<file path="config.mk">
export PLATFORM = sky130hd
export DESIGN_NAME = fetch_decode
export DESIGN_NICKNAME = d
export VERILOG_FILES = /design/src/rtl/fetch_decode.sv
export SDC_FILE = /design/constraint.sdc
export NUM_CORES = 1
export LEC_CHECK = 0
export CELL_PAD_IN_SITES_DETAIL_PLACEMENT = 1
export CELL_PAD_IN_SITES_GLOBAL_PLACEMENT = 1
export CORE_MARGIN = 4
export CORE_UTILIZATION = 30
export CTS_CLUSTER_SIZE = 10
export DETAILED_ROUTE_END_ITERATION = 7
export GPL_TIMING_DRIVEN = 0
export HOLD_SLACK_MARGIN = 0.03
export PLACE_DENSITY_LB_ADDON = 0.1
export SYNTH_ARGS = -nofsm -noshare
export SYNTH_HDL_FRONTEND = slang
export SYNTH_SLANG_ARGS = --single-unit
export TNS_END_PERCENT = 50
</file>
<file path="constraint.sdc">
create_clock -name clk -period 2.4 [get_ports clk]
set_clock_uncertainty 0.15 [all_clocks]
set_input_delay 0.24 -clock clk [delete_from_list [all_inputs] [get_ports clk]]
set_output_delay 0.24 -clock clk [all_outputs]
set_load 0.02 [all_outputs]
</file>
<file path="src/rtl/fetch_decode.sv">
`default_nettype none
// ============================================================================
// Module      : fetch_decode
// Description : Program counter, instruction register and instruction decoder
//               for the 16-bit multicycle CPU. Presents the fetch address,
//               captures the fetched word, classifies it for the control FSM
//               and resolves the next PC (sequential / branch / jump / JAL).
// Ports       : clk, rst (async, active-high)
//               ctrl_pc_en, ctrl_ir_en  - FSM strobes for PC advance / IR load
//               mem_rdata               - instruction memory read data
//               reg_target              - Rsrc read data (jump target)
//               flags                   - {C,L,F,Z,N}
//               pc, pc_plus1, ir        - fetch state
//               inst_type, inst_update_flags, inst_update_regfile,
//               link_sel, use_imm, imm, rdest, rsrc - decode outputs
// Revision    : 1.0 - initial release
// ============================================================================
module fetch_decode #(
    parameter int                 ADDR_W   = 16,
    parameter logic [ADDR_W-1:0]  RESET_PC = '0
) (
    input  logic              clk,
    input  logic              rst,
    input  logic              ctrl_pc_en,
    input  logic              ctrl_ir_en,
    input  logic [15:0]       mem_rdata,
    input  logic [15:0]       reg_target,
    input  logic [4:0]        flags,
    output logic [ADDR_W-1:0] pc,
    output logic [15:0]       pc_plus1,
    output logic [15:0]       ir,
    output logic [1:0]        inst_type,
    output logic              inst_update_flags,
    output logic              inst_update_regfile,
    output logic              link_sel,
    output logic              use_imm,
    output logic [15:0]       imm,
    output logic [3:0]        rdest,
    output logic [3:0]        rsrc
);

    localparam logic [1:0] c_TYPE_ALU  = 2'd0;
    localparam logic [1:0] c_TYPE_LOAD = 2'd1;
    localparam logic [1:0] c_TYPE_STOR = 2'd2;
    localparam logic [1:0] c_TYPE_ILL  = 2'd3;

    // ALU operation codes shared by the register form (in ext) and the
    // immediate form (in op).
    function automatic logic f_is_alu(input logic [3:0] code);
        case (code)
            4'b0001, 4'b0010, 4'b0011, 4'b0101, 4'b0110,
            4'b0111, 4'b1001, 4'b1010, 4'b1011, 4'b1101: f_is_alu = 1'b1;
            default:                                       f_is_alu = 1'b0;
        endcase
    endfunction

    // Arithmetic ops (ADD/ADDU/ADDC/SUB/SUBC/CMP) update flags.
    function automatic logic f_alu_flags(input logic [3:0] code);
        case (code)
            4'b0101, 4'b0110, 4'b0111,
            4'b1001, 4'b1010, 4'b1011: f_alu_flags = 1'b1;
            default:                   f_alu_flags = 1'b0;
        endcase
    endfunction

    logic [ADDR_W-1:0] r_pc;
    logic [15:0]       r_ir;

    logic [15:0]       w_dw;
    logic [3:0]        w_op;
    logic [3:0]        w_ext;

    logic              w_c, w_l, w_f, w_z, w_n;
    logic              w_cond_true;
    logic              w_is_bcond;
    logic              w_is_jal;
    logic              w_is_jcond;
    logic [15:0]       w_br_off;
    logic [ADDR_W-1:0] w_pc_inc;
    logic [ADDR_W-1:0] w_pc_br;
    logic [ADDR_W-1:0] w_pc_next;

    // ------------------------------------------------------------------
    // PC and IR registers
    // ------------------------------------------------------------------
    always_ff @(posedge clk or posedge rst) begin
        if (rst) begin
            r_pc <= RESET_PC;
            r_ir <= 16'h0000;
        end else begin
            if (ctrl_pc_en) begin
                r_pc <= w_pc_next;
            end
            if (ctrl_ir_en) begin
                r_ir <= mem_rdata;
            end
        end
    end

    assign pc       = r_pc;
    assign ir       = r_ir;
    assign w_pc_inc = r_pc + ADDR_W'(1);
    assign pc_plus1 = 16'(w_pc_inc);

    // ------------------------------------------------------------------
    // Next-PC resolution (always from the held IR, never the bypass word)
    // ------------------------------------------------------------------
    assign {w_c, w_l, w_f, w_z, w_n} = flags;

    always_comb begin
        case (r_ir[11:8])
            4'b0000: w_cond_true = w_z;
            4'b0001: w_cond_true = ~w_z;
            4'b0010: w_cond_true = w_c;
            4'b0011: w_cond_true = ~w_c;
            4'b0100: w_cond_true = w_l;
            4'b0101: w_cond_true = ~w_l;
            4'b0110: w_cond_true = w_n;
            4'b0111: w_cond_true = ~w_n;
            4'b1000: w_cond_true = w_f;
            4'b1001: w_cond_true = ~w_f;
            4'b1010: w_cond_true = ~w_l & ~w_z;
            4'b1011: w_cond_true = w_l | w_z;
            4'b1100: w_cond_true = ~w_n & ~w_z;
            4'b1101: w_cond_true = w_n | w_z;
            4'b1110: w_cond_true = 1'b1;
            default: w_cond_true = 1'b0;
        endcase
    end

    assign w_is_bcond = (r_ir[15:12] == 4'b1100);
    assign w_is_jal   = (r_ir[15:12] == 4'b0100) && (r_ir[7:4] == 4'b1000);
    assign w_is_jcond = (r_ir[15:12] == 4'b0100) && (r_ir[7:4] == 4'b1100);

    // Branch displacement is relative to the branch's own address; the
    // truncation to ADDR_W makes the add wrap modulo 2^ADDR_W.
    assign w_br_off = {{8{r_ir[7]}}, r_ir[7:0]};
    assign w_pc_br  = r_pc + w_br_off[ADDR_W-1:0];

    always_comb begin
        w_pc_next = w_pc_inc;
        if (w_is_bcond && w_cond_true) begin
            w_pc_next = w_pc_br;
        end else if (w_is_jal || (w_is_jcond && w_cond_true)) begin
            w_pc_next = reg_target[ADDR_W-1:0];
        end
    end

    // ------------------------------------------------------------------
    // Decoder. The decode word bypasses the IR while it is being loaded so
    // the FSM sees the new instruction in the same cycle it is captured.
    // ------------------------------------------------------------------
    assign w_dw  = ctrl_ir_en ? mem_rdata : r_ir;
    assign w_op  = w_dw[15:12];
    assign w_ext = w_dw[7:4];
    assign rdest = w_dw[11:8];
    assign rsrc  = w_dw[3:0];

    always_comb begin
        inst_type           = c_TYPE_ILL;
        inst_update_flags   = 1'b0;
        inst_update_regfile = 1'b0;
        link_sel            = 1'b0;
        use_imm             = 1'b0;
        imm                 = {{8{w_dw[7]}}, w_dw[7:0]};
        case (w_op)
            4'b0000: begin
                if (f_is_alu(w_ext)) begin
                    inst_type           = c_TYPE_ALU;
                    inst_update_flags   = f_alu_flags(w_ext);
                    inst_update_regfile = (w_ext != 4'b1011);
                end
            end
            4'b0100: begin
                case (w_ext)
                    4'b0000: begin
                        inst_type           = c_TYPE_LOAD;
                        inst_update_regfile = 1'b1;
                    end
                    4'b0100: inst_type = c_TYPE_STOR;
                    4'b1000: begin
                        inst_type           = c_TYPE_ALU;
                        inst_update_regfile = 1'b1;
                        link_sel            = 1'b1;
                    end
                    4'b1100: inst_type = c_TYPE_ALU;
                    default: inst_type = c_TYPE_ILL;
                endcase
            end
            4'b1000: begin
                if (w_ext == 4'b0100) begin
                    inst_type           = c_TYPE_ALU;
                    inst_update_regfile = 1'b1;
                end else if (w_ext[3:1] == 3'b000) begin
                    inst_type           = c_TYPE_ALU;
                    inst_update_regfile = 1'b1;
                    use_imm             = 1'b1;
                    imm                 = {{12{w_dw[3]}}, w_dw[3:0]};
                end
            end
            4'b1100: inst_type = c_TYPE_ALU;
            4'b1111: begin
                inst_type           = c_TYPE_ALU;
                inst_update_regfile = 1'b1;
                use_imm             = 1'b1;
                imm                 = {w_dw[7:0], 8'h00};
            end
            default: begin
                // Immediate ALU forms; logical ops take a zero-extended imm.
                if (f_is_alu(w_op)) begin
                    inst_type           = c_TYPE_ALU;
                    inst_update_flags   = f_alu_flags(w_op);
                    inst_update_regfile = (w_op != 4'b1011);
                    use_imm             = 1'b1;
                    if (w_op == 4'b0001 || w_op == 4'b0010 || w_op == 4'b0011) begin
                        imm = {8'h00, w_dw[7:0]};
                    end
                end
            end
        endcase
    end

endmodule
`default_nettype wire

</file>
==> results <==
==> report_power, final <==
part / switching, W / internal [W]
Clock: 0.000221 / 0.000262
Combinational: 0.00195 / 0.00179
Sequential: 0.000265 / 0.000688
Total: 0.00244 / 0.00274
==> flip-flops by register name, summed over array words and instances (netlist names) <==
name,cells
pc,16
ir,16
==> worst paths after layout <==
path / end / cells past startpoint / startpoint
max in group asynchronous: ir[10]$_DFF_PP0_ / 2 / rst
hold / removal: ir[12]$_DFF_PP0_ / 3 / ctrl_ir_en
setup / recovery: pc[12]$_DFFE_PP0P_ / 11 / ir[8]$_DFF_PP0_
min in group asynchronous: pc[15]$_DFFE_PP0P_ / 2 / rst
setup reg to reg: pc[12]$_DFFE_PP0P_ / 11 / ir[8]$_DFF_PP0_
hold reg to reg: pc[3]$_DFFE_PP0P_ / 2 / pc[3]$_DFFE_PP0P_
==> timing repair <==
item                                    in CTS  in global routing
pin swaps                                   30                 37
resized for setup                          192                125
buffers inserted                            37                 34
cloned                                       1                  2
endpoints found under the setup margin      54                 47
==> synth_stat cells (5+ instances only) <==
| master | instances | area [um^2] |
|---|---|---|
| nor2_1 | 43 | 161 |
| dfrtp_1 | 32 | 801 |
| nand2_1 | 32 | 120 |
| mux2i_1 | 29 | 290 |
| o21ai_0 | 26 | 130 |
| inv_1 | 25 | 93.8 |
| a21oi_1 | 23 | 115 |
| ha_1 | 16 | 200 |
| xnor2_1 | 16 | 140 |
| xor2_1 | 11 | 96.3 |
| nor3_1 | 10 | 50.1 |
| buf_4 | 9 | 67.6 |
| nand3_1 | 7 | 35.0 |
| mux2_2 | 6 | 67.6 |
| nor2b_1 | 6 | 37.5 |
| o21ai_2 | 6 | 52.6 |
| a21oi_2 | 5 | 43.8 |
==> per-layer routing <==
metal  global-route usage  vias to the layer above  wire, um
met3               0.0451                       18       663
li1                     -                     1794         -
met1                0.241                     1869      5900
met2                0.344                      106      7300
met5                    0                        -         0
met4               0.0389                        0       275
==> worst max-delay path: cells and delay by family, from the launching register on <==
family          cells  cell delay [ns]
buf+inv             3             0.44
compound gates      4             0.48
simple gates        1             0.10
mux                 2             0.70
xor+xnor            1             0.14
flops               1             0.41
==> through the flow <==
step,utilization,std cells
global placement,0.443,644
finish,0.563,721
floorplan,-,391
global route,0.563,721
CTS,0.505,689
detailed placement,0.443,644
==> logic make-up (layout without fill, tap and decap cells) <==
kind of cell	Yosys count	after routing	share of synthesized area
buffers and inverters	47	241	0.0808
XOR/XNOR	27	27	0.0730
AND/OR/NAND/NOR	122	122	0.177
flip-flops	32	32	0.247
AO/OA/AOI/OAI	107	107	0.226
multiplexers	39	39	0.128
adder cells (fa/ha/maj)	17	17	0.0680
==> layout make-up <==
cell class,instances,area [um^2]
inverters,26,108
well taps,136,170
repair buffers,187,1740
fillers,1199,4550
clock buffers,8,100
multi-input cells,312,2740
flip-flops and latches,32,821
plain buffers,20,191
==> cell usage in the layout, fill, tap and decap left out, types with 7 or more instances in the layout <==
cell,instances
nor2_1,39
inv_1,20
a21oi_2,9
o21ai_2,15
buf_4,69
o21ai_0,7
o21ai_1,13
xor2_1,10
dfrtp_1,16
clkdlybuf4s50_1,78
dfrtp_2,16
dlygate4sd2_1,9
mux2i_4,7
buf_6,31
ha_1,10
nand2_1,27
clkbuf_8,8
mux2i_1,18
a21oi_1,18
xnor2_1,16
==> key figures <==
Floorplanning
  • Die width: approximately 110 um
  • Rows: 37
  • # IOs: 119
  • Die Y: between 100 and 150 um
  • Starting density of the core: 0.311
  • Die ar.: 12500 um^2
  • Core box area: 10400 um^2

Clock network
  • CTS Root Cell: clkbuf_8
  • Clock Sinks: 32
  • CTS tree: done
  • Worst skew pair latency: a little under 0.3 ns
  • Hold buffer count at CTS: 0
  • Clock slew at reported path FFs: 0.07 ns
  • Num CTS Buffers: 5
  • H-Tree Depth: 2
  • Deepest clock path buffer count: 2

Critical path
  • CP max-delay cell: mux4_2
  • Setup crit end kind: register
  • R2R setup slack: -0.16 ns
  • Crit-path max FO: 8
  • Worst-path cell chain: buf_6 > xor2_1 > mux4_2 > o2111ai_4 > a21oi_4 > buf_6 > buf_12 > mux2i_1 > nand2_1 > o311ai_2 > o21ai_1
  • Largest stage delay, worst path: 0.53 ns
  • Critical path required time: approximately 2.4 ns
  • Crit start category: register
  • Crit path kind: reg -> reg
  • Top cell by count, worst path: buf_6
  • Arr. time, crit path: ~2.6 ns

Synth
  • Cells after Synth: 391
  • Yosys reg bits: 32
  • Post-synth ARST share: 1.00
  • EDFF count, synth: 0
  • Syn nets: 449
  • Mapped cell area: 3240 um^2
  • Syn avg cell area: between 8 and 9 um^2
  • Dominant synthesized flop cell: dfrtp_1
  • Yosys Warn Count: 0
  • Distinct cells, synth: 65
  • Sequential area share after synthesis: 0.247

Global route
  • Antenna violations before repair: 0
  • GRT Util Overall: 0.194
  • Grt ovf: 0
  • Pin count of the biggest net entering global routing: 33
  • First-pass GRT wire length: 20000 um
  • Vias in the first global route: 3898

Place
  • Pre-CTS WS: -0.899 ns
  • Gp weighted congestion: 0.860
  • Buffers on Ports: between 100 and 150
  • HPWL Detailed: 8690 um
  • Area after DPL: 4610 um^2

Route
  • DRC Markers: 0
  • DRT iter0 DRCs: about 110
  • DR vias/cell: around 5.3
  • Final wirelength: 14100 um
  • Antenna Violating Nets Remaining: 0
  • Drt first pass iters: 4
  • Via count: 3787
  • WL/cell: 19.6 um

STA
  • Finish-stage setup viols: 31
  • Setup tns final: -2.80 ns
  • Fin crit share: 1.07
  • Hold_ws: 0.138 ns
  • Final Hold Viols: 0
  • Unrepaired setup endpoints after global routing: yes
  • Worst Setup Slack, final: -0.157 ns
  • Minimum clock period: 2.56 ns
  • Fmax: 0.391 GHz
  • Slew margin rel.: 0.486
  • Worst slew pin tran: 0.769 ns
  • Max-slew violation count: 0

Final layout
  • Share of cells above drive strength 1: 0.421
  • Ant. Diodes: 0
  • Fin area: 5860 um^2
  • Area Overhead vs Synth: 81.1%
  • Nets@finish: 642

Power
  • Power per cell area: roughly 880 nW/um^2
  • Worst vdd ir: 0.360 mV
  • Leak: 2.47 nW
  • Total Power: 0.00518 W

Status
  • Outcome: complete, but fails checks
  • Failing checks: setup timing

Run
  • Max_cap viols: 0

Min path
  • Hold WC Path Type: in -> reg
(Power assumes the default switching activity.)
